## src/rtl/ace_read_arbiter.sv

```systemverilog
// ACE read-channel arbiter: round-robin sharing of one AR/R port between
// instruction fetch (requester 0) and the LSU (requester 1), R steered back by RID.
module ace_read_arbiter #(
  parameter int unsigned ADDR_WIDTH = 32,
  parameter int unsigned DATA_WIDTH = 32,
  parameter int unsigned ID_WIDTH   = 1
) (
  input  logic                    clk,
  input  logic                    rst,
  input  logic [1:0]              req_arvalid,
  output logic [1:0]              req_arready,
  input  logic [2*ADDR_WIDTH-1:0] req_araddr,
  input  logic [15:0]             req_arlen,
  input  logic [5:0]              req_arsize,
  output logic [1:0]              req_rvalid,
  input  logic [1:0]              req_rready,
  output logic [DATA_WIDTH-1:0]   req_rdata,
  output logic [3:0]              req_rresp,
  output logic                    req_rlast,
  output logic                    m_arvalid,
  input  logic                    m_arready,
  output logic [ID_WIDTH-1:0]     m_arid,
  output logic [ADDR_WIDTH-1:0]   m_araddr,
  output logic [7:0]              m_arlen,
  output logic [2:0]              m_arsize,
  output logic [1:0]              m_arburst,
  input  logic                    m_rvalid,
  output logic                    m_rready,
  input  logic [ID_WIDTH-1:0]     m_rid,
  input  logic [DATA_WIDTH-1:0]   m_rdata,
  input  logic [3:0]              m_rresp,
  input  logic                    m_rlast,
  output logic                    err_rid
);

  localparam logic [1:0] BURST_INCR = 2'b01;

  typedef enum logic {IDLE, ADDR} state_t;

  state_t                state;
  logic                  grant;
  logic                  rr_last;
  logic [1:0]            outstanding;
  logic [1:0]            outstanding_nxt;
  logic [1:0]            eligible;
  logic                  pick;
  logic [ADDR_WIDTH-1:0] pick_addr;
  logic [7:0]            pick_len;
  logic [2:0]            pick_size;
  logic                  ar_done;
  logic                  r_idx;
  logic                  r_matched;
  logic                  r_last_done;

  assign eligible = req_arvalid & ~outstanding;

  // A lone eligible requester wins; a tie goes to the one not served last.
  always_comb begin
    pick = 1'b0;
    case (eligible)
      2'b10:   pick = 1'b1;
      2'b11:   pick = ~rr_last;
      default: pick = 1'b0;
    endcase
  end

  always_comb begin
    pick_addr = req_araddr[0 +: ADDR_WIDTH];
    pick_len  = req_arlen[7:0];
    pick_size = req_arsize[2:0];
    if (pick) begin
      pick_addr = req_araddr[ADDR_WIDTH +: ADDR_WIDTH];
      pick_len  = req_arlen[15:8];
      pick_size = req_arsize[5:3];
    end
  end

  assign ar_done     = (state == ADDR) && m_arready;
  assign req_arready = {ar_done && grant, ar_done && !grant};

  // Only IDs 0/1 with clear upper bits can match; anything else is drained and flagged.
  assign r_idx     = m_rid[0];
  assign r_matched = ((m_rid >> 1) == '0) && outstanding[r_idx];

  assign req_rvalid  = r_matched ? {m_rvalid && r_idx, m_rvalid && !r_idx} : 2'b00;
  assign m_rready    = r_matched ? req_rready[r_idx] : 1'b1;
  assign req_rdata   = m_rdata;
  assign req_rresp   = m_rresp;
  assign req_rlast   = m_rlast;
  assign r_last_done = m_rvalid && m_rready && m_rlast && r_matched;

  // A last beat for one requester and an AR accept for the other may land together.
  always_comb begin
    outstanding_nxt = outstanding;
    if (r_last_done) outstanding_nxt[r_idx] = 1'b0;
    if (ar_done)     outstanding_nxt[grant] = 1'b1;
  end

  always_ff @(posedge clk) begin
    if (rst) begin
      state       <= IDLE;
      grant       <= 1'b0;
      rr_last     <= 1'b1;
      outstanding <= 2'b00;
      err_rid     <= 1'b0;
      m_arvalid   <= 1'b0;
      m_arid      <= '0;
      m_araddr    <= '0;
      m_arlen     <= '0;
      m_arsize    <= '0;
      m_arburst   <= '0;
    end else begin
      outstanding <= outstanding_nxt;
      if (m_rvalid && !r_matched) err_rid <= 1'b1;
      case (state)
        IDLE: begin
          if (|eligible) begin
            state     <= ADDR;
            grant     <= pick;
            m_arvalid <= 1'b1;
            m_arid    <= ID_WIDTH'(pick);
            m_araddr  <= pick_addr;
            m_arlen   <= pick_len;
            m_arsize  <= pick_size;
            m_arburst <= BURST_INCR;
          end
        end
        ADDR: begin
          if (m_arready) begin
            state     <= IDLE;
            rr_last   <= grant;
            m_arvalid <= 1'b0;
          end
        end
      endcase
    end
  end

endmodule

```

## config.mk

```make
export PLATFORM = sky130hd
export DESIGN_NAME = ace_read_arbiter
export DESIGN_NICKNAME = d
export VERILOG_FILES = /design/src/rtl/ace_read_arbiter.sv
export SDC_FILE = /design/constraint.sdc
export NUM_CORES = 1
export LEC_CHECK = 0
export ABC_AREA = 1
export BUFFER_PORTS_ARGS = -buffer_cell sky130_fd_sc_hd__clkbuf_2
export CORE_MARGIN = 5
export CORE_UTILIZATION = 40
export CTS_CLUSTER_SIZE = 14
export DETAILED_ROUTE_END_ITERATION = 7
export PLACE_DENSITY = 0.91
export SYNTH_ARGS = -nofsm -noshare
export SYNTH_HDL_FRONTEND = slang
export SYNTH_SLANG_ARGS = --single-unit
export TNS_END_PERCENT = 20
```

## constraint.sdc

```tcl
create_clock -name clk -period 1.6 [get_ports clk]
set_input_delay 0.32 -clock clk [delete_from_list [all_inputs] [get_ports clk]]
set_output_delay 0.32 -clock clk [all_outputs]
set_load 0.02 [all_outputs]
```

==> results of run 1 <==
## worst max-delay path by stage
stage	startpoint	endpoint	slack (ns)
3_3_place_gp	req_arvalid[1]	m_araddr[31]	0.32
5_1_grt	outstanding[1]	m_rready	0.05
4_1_cts	outstanding[0]	m_rready	0.13
2_1_floorplan	grant	req_arready[1]	0.43
6_report	outstanding[0]	m_rready	0.14
3_5_place_dp	req_arvalid[1]	m_araddr[31]	0.26
## through the flow
stage                     std cells  utilization
final                           667        0.496
after global routing            667        0.496
after CTS                       667        0.496
after detailed placement        659        0.484
after global placement          659        0.484
after floorplan                 465            -
## logic make-up after synthesis
group	count (synthesis)
AND/OR/NAND/NOR	287
buffers and inverters	118
flip-flops	51
AO/OA/AOI/OAI	8
other	1
## sequential cells by signal (all words and copies together), names as in the netlist
name	count
err_rid	1
state	1
m_araddr	32
grant	1
outstanding	2
m_arburst	1
rr_last	1
m_arvalid	1
m_arsize	3
m_arlen	8
## worst reg2reg max path: cells and delay by family, from the launching register on
kind | cells | cell delay, ns
buffers and inverters | 4 | 0.44
and+or+nand+nor | 5 | 0.43
DFF | 1 | 0.36
## synth_stat cells (all sizes together)
master  number
clkbuf       3
nor2        93
nand3       47
o21ai        2
a21oi        4
buf         57
dfxtp       51
o21a         2
nand2      147
conb         1
inv         58
## layer usage
layer	track usage	vias up	routed length (um)
li1	-	1539	-
met1	0.162	1320	2830
met2	0.305	108	4030
met3	0.0363	27	561
met4	0.0675	0	206
met5	0	-	0
## area by class of cell
type | instances | area, um2 | share of cell area
clock buffers | 7 | 76.3 | 0.0215
well taps | 99 | 124 | 0.0348
clock inverters | 1 | 5.00 | 0.00141
flip-flops and latches | 51 | 1020 | 0.287
inverters | 58 | 218 | 0.0612
repair buffers | 155 | 831 | 0.234
multi-input cells | 296 | 1280 | 0.361
## power groups by stage
stage	logic, mW	clock network [mW]	registers [mW]
5_1_grt	1.20	0.781	1.51
2_1_floorplan	0.679	0	1.68
6_report	1.07	0.692	1.49
3_3_place_gp	1.04	0	1.51
3_5_place_dp	1.08	0	1.52
4_1_cts	1.09	0.734	1.49
==> key figures, run 1 <==
Clock network
  – H-tree depth: 2
  – Post-cts resize count: 0
  – Hold buffers post-CTS: 0
  – Setup Buffers After CTS: 0
  – Clk_lat worst skew: 0.29 ns
  – Num CTS Buffers: 5
  – CTS max path bufs: 2
  – Root Buffer: clkbuf_8
  – Clock Sinks: 51
  – TritonCTS clock tree: done
  – Clk slew on worst S/H paths: ~0.09 ns

Synth
  – Post-Syn Area: 2930 um2
  – XOR/XNOR Fraction of Synth Area: 0
  – Multiplexer area fraction after synthesis: 0
  – Synthesized Nets: 597
  – Yosys warns: 0
  – Compound-gate portion of the synthesized area: 0.0154
  – Seq/Total Area, Yosys: 0.348
  – Main combinational cell family by area after synthesis: simple AND/OR/NAND/NOR gates
  – Avg Inst Size Synth: 6.30 um2
  – Share of the synthesized area in the top cell type: 0.348
  – Number of synthesized register bits: 51
  – Synth top area cells: dfxtp_1, nand2_1, nor2_1, buf_4, inv_1
  – Area leader, netlist: dfxtp_1
  – Cell count after synthesis: roughly 470
  – Synth cell types: 18
  – Synth Area in Simple Gates: 0.421
  – Adder and majority cell fraction of the synthesized area: 0

Power and ir drop
  – Switch share: 0.347
  – Final Power: 3.25 mW
  – PwrDens: 914 nW/um2
  – Logic gate share of total power: 0.329
  – Net Sw Power: 1.13 mW
  – Internal: approximately 2.1 mW
  – Peak VDD IR: 335 uV
  – Leakage power: 2.21 nW
  – Seq pwr share: 0.458
  – Clk network pwr share: 0.213

Global route
  – Largest net degree at the start of global routing: 49
  – Initial antenna violation count: 0
  – First-pass GRT wire length: roughly 12000 um
  – Vias in the first global route: 2841
  – Aggregate global-route resource usage: 0.159
  – Global route total overflow: 0

Critical path
  – Reg-to-reg slack, setup: 0.26 ns
  – CP Class: reg -> out
  – Cell repeated most along the worst path: nand2_1
  – Critical Path Max Stage Delay: between 0.4 and 0.5 ns
  – R2R depth: 9
  – Worst r2r src: outstanding[0]
  – Reg2reg end: m_araddr[31]
  – Crit-path cells: nand2_1, nand2_1, nand2_1, clkbuf_2
  – CP max FO: 3
  – Critical-path top delay cell: dfxtp_1
  – CP bufs+invs: 1
  – Critical Path RT: between 1 and 1.5 ns
  – Data arrival, critical path: 1.14 ns
  – CP Depth: 4
  – Startpoint Class: flop
  – Largest delay share family, worst path: flip-flops
  – Worst setup EP type: primary output

Die
  – Rows: 31
  – Initial core utilization: 0.408
  – Die width: about 96 um
  – Core Region: 7180 um2
  – Die area: about 9000 um2
  – Die height: 95.6 um
  – IO Pins: 222

STA
  – Tcrit/Tclk final: 0.915
  – Setup_tns: 0 ns
  – Max Freq: between 0.6 and 0.7 GHz
  – # setup viols final: 0
  – Final hold vios: 0
  – Tmin final: approximately 1.5 ns
  – RSZ-0062 raised after global routing: no
  – Setup Skew: 0.00356 ns
  – Final WS setup: 0.136 ns
  – Fin. max-slew vios: 0
  – Final hold slack: 0.312 ns

Detailed routing
  – Final ANT Viol Nets: 0
  – Iter 0 DRT Violations: slightly above 80
  – WL final: 7630 um
  – Via density: 4.49
  – DR vias: 2994
  – 1st-pass router iterations: 4
  – # DRC: 0
  – Routed len/inst: 11.4 um

Place
  – DP Worst Slack: about 0.26 ns
  – Dpl cell area: 3480 um2
  – Routability Congestion: 0.820
  – DPL Wire Length: 6040 um
  – I/O Buffers: around 150

Flow run
  – MaxCap Viol Count: 0

Cells and area
  – Number of nets in the layout: 699
  – Most common cell after layout, fill and taps aside: clkbuf_2
  – Diodes inserted: 0
  – Fin area: 3560 um2
  – Fill cells: 741
  – Area grow syn2layout: 21.4%
  – Most frequent cells in the layout: clkbuf_2, nand2_1, nor2_1, inv_1, dfxtp_1
  – Layout cells sized above 1: 0.329

Outcome
  – Outcome: completed

Worst hold path
  – Hold worst-path end: m_araddr[26]
  – Hold wc startpoint: req_araddr[58]
  – Hold crit path type: in -> reg
  – Hold path depth: 5
No activity file was read; power rests on OpenSTA's default activity.
==> inputs of run 2 (changes only) <==
Settings changed: CORE_UTILIZATION 40 to 42, CTS_BUF_LIST set to sky130_fd_sc_hd__clkbuf_8, PLACE_DENSITY 0.91 to 0.95, TNS_END_PERCENT 20 to 50.
==> run 2 against run 1 <==
Against the previous run: critical path depth decreased by 1; clock-buffer cell count shrank 1; final cell count is 0.60% lower; combinational power barely moved; clock power rose by 5.5%; via count decreased by 0.27%; die area fell by 4.3%; wire length fell by 0.93%; setup slack barely moved; design area is essentially flat; clock skew increased by 0.00085 ns.
==> key figures, run 2 (synthesis results as in run 1) <==
Outcome
  – Outcome: completed

Critical path
  – Data arrival, critical path: 1.14 ns (about the same)
  – CP max FO: 4 (+1)
  – Reg2reg end: m_araddr[5]
  – Critical Path RT: 1.28 ns (about the same)
  – Reg-to-reg slack, setup: 0.29 ns (+0.03 ns)
  – CP Class: reg -> out
  – Startpoint Class: flop
  – Worst setup EP type: primary output
  – Worst r2r src: outstanding[1]
  – R2R depth: 10 (+1)

Die
  – IO Pins: 222 (unchanged)
  – Rows: 30 (-3.2%)
  – Die width: 93.5 um (-2.2%)
  – Core Region: 6790 um2 (-5.3%)
  – Die area: 8750 um2 (-4.3%)
  – Initial core utilization: 0.431 (+0.0229)
  – Die height: 93.5 um (-2.2%)

Cells and area
  – Fill cells: 688 (-7.2%)
  – Largest registers: m_araddr: 32 flops, m_arlen: 8 flops, m_arsize: 3 flops
  – Final Non-Filler Cells: 663 (-0.60%)
  – Most frequent cells in the layout: clkbuf_2, nand2_1, nor2_1, inv_1, dfxtp_1
  – Max FFs per register: 32 (unchanged)
  – Diodes inserted: 0 (unchanged)
  – Number of nets in the layout: 699 (unchanged)
  – Layout cells sized above 1: 0.332 (+0.00234)
  – Largest Register: m_araddr
  – Most common cell after layout, fill and taps aside: clkbuf_2
  – Area grow syn2layout: 21.5% (about the same)

Clock network
  – Num CTS Buffers: 5 (unchanged)
  – Setup Buffers After CTS: 0 (unchanged)
  – H-tree depth: 2 (unchanged)
  – CTS max path bufs: 2 (unchanged)
  – Post-cts resize count: 0 (unchanged)
  – Clock Sinks: 51 (unchanged)
  – Clk slew on worst S/H paths: 0.09 ns (about the same)
  – Clk_lat worst skew: 0.29 ns (about the same)
  – Root Buffer: clkbuf_8
  – TritonCTS clock tree: done
  – Hold buffers post-CTS: 0 (unchanged)

STA
  – Tmin final: 1.46 ns (-0.0000990 ns)
  – Fin. max-slew vios: 0 (unchanged)
  – Setup_tns: 0 ns (unchanged)
  – Setup Skew: 0.00441 ns (+0.000846 ns)
  – # setup viols final: 0 (unchanged)
  – Tcrit/Tclk final: 0.915 (about the same)
  – Final hold vios: 0 (unchanged)
  – Max Freq: 0.683 GHz (about the same)
  – RSZ-0062 raised after global routing: no

Detailed routing
  – # DRC: 0 (unchanged)
  – Via density: 4.50 (+0.33%)
  – Final ANT Viol Nets: 0 (unchanged)
  – Iter 0 DRT Violations: 56 (-32%)
  – WL final: 7560 um (-0.93%)
  – Routed len/inst: 11.4 um (-0.33%)
  – DR vias: 2986 (-0.27%)
  – 1st-pass router iterations: 7 (+3)

Power and ir drop
  – Switch share: 0.344 (-0.00273)
  – Clk network pwr share: 0.222 (+0.009)
  – Leakage power: 2.21 nW (+0.22%)
  – Peak VDD IR: 378 uV (+13%)
  – Logic gate share of total power: 0.325 (-0.004)
  – PwrDens: 923 nW/um2 (+1.0%)
  – Seq pwr share: 0.453 (-0.005)
  – Net Sw Power: 1.13 mW (+0.29%)
  – Internal: 2.15 mW (+1.5%)

Worst hold path
  – Hold worst-path end: m_arsize[2]
  – Hold wc startpoint: req_arsize[5]
  – Hold crit path type: in -> reg
  – Hold path depth: 5 (unchanged)

Global route
  – Aggregate global-route resource usage: 0.173 (+0.0140)
  – Initial antenna violation count: 0 (unchanged)
  – Global route total overflow: 0 (unchanged)
  – First-pass GRT wire length: 12400 um (+5.9%)
  – Largest net degree at the start of global routing: 47 (-4.1%)
  – Vias in the first global route: 2970 (+4.5%)

Place
  – DPL Wire Length: 6000 um (-0.67%)
  – I/O Buffers: 148 (unchanged)
  – Placed insts: 656 (-0.46%)
  – Routability Congestion: 0.803 (-2.1%)

Flow run
  – MaxCap Viol Count: 0 (unchanged)
[run 2: critical path, cell delays in order, from the launching register on]
cell and delay, ns:
dfxtp_1 0.38, nand2_1 0.12, nor2_1 0.16, clkbuf_2 0.19
[run 2: per-stage QoR]
| step | worst slack, ns | cell area [um2] | util | power (mW) | hold WS [ns] |
|---|---|---|---|---|---|
| 6_report | 0.136 | 3560 | 0.524 | 3.29 | 0.307 |
| 3_3_place_gp | 0.324 | 3470 | 0.511 | 2.56 | 0.448 |
| 3_5_place_dp | 0.275 | 3470 | 0.511 | 2.60 | 0.462 |
| 5_1_grt | 0.0397 | 3560 | 0.524 | 3.53 | 0.314 |
| 4_1_cts | 0.114 | 3560 | 0.524 | 3.35 | 0.295 |
| 2_1_floorplan | 0.429 | 2930 | - | 2.36 | 0.434 |
[run 2: power by group through the flow]
stage	clock network, mW	registers (mW)	logic, mW
after floorplan	0	1.68	0.679
after global placement	0	1.51	1.05
after detailed placement	0	1.52	1.08
after CTS	0.771	1.49	1.09
after global routing	0.813	1.51	1.21
final	0.730	1.49	1.07
[run 2: area by class of cell]
cell class              instances  area, um2  area share
multi-input cells             296       1280       0.360
flip-flops and latches         51       1020       0.287
repair buffers                155        831       0.233
inverters                      58        218      0.0612
well taps                      96        120      0.0337
clock buffers                   6       82.6      0.0232
clock inverters                 1       5.00     0.00141
[run 2: per-layer routing]
metal	global-route usage	wire, um	vias up	share of wire
li1	-	-	1537	-
met1	0.177	2770	1293	0.37
met2	0.333	3860	134	0.51
met3	0.0370	702	22	0.093
met4	0.0746	222	0	0.029
met5	0	0	-	0
[run 2: worst max-delay path by stage]
stage                    from        endpoint  slack (ns)  cells after the start
6_report                state  req_arready[0]        0.14                      3
2_1_floorplan           grant  req_arready[1]        0.43                      2
3_3_place_gp   req_arvalid[1]     m_araddr[1]        0.32                      9
4_1_cts                 state  req_arready[0]        0.11                      3
3_5_place_dp   req_arvalid[1]    m_araddr[21]        0.28                     10
5_1_grt                 state  req_arready[0]        0.04                      3
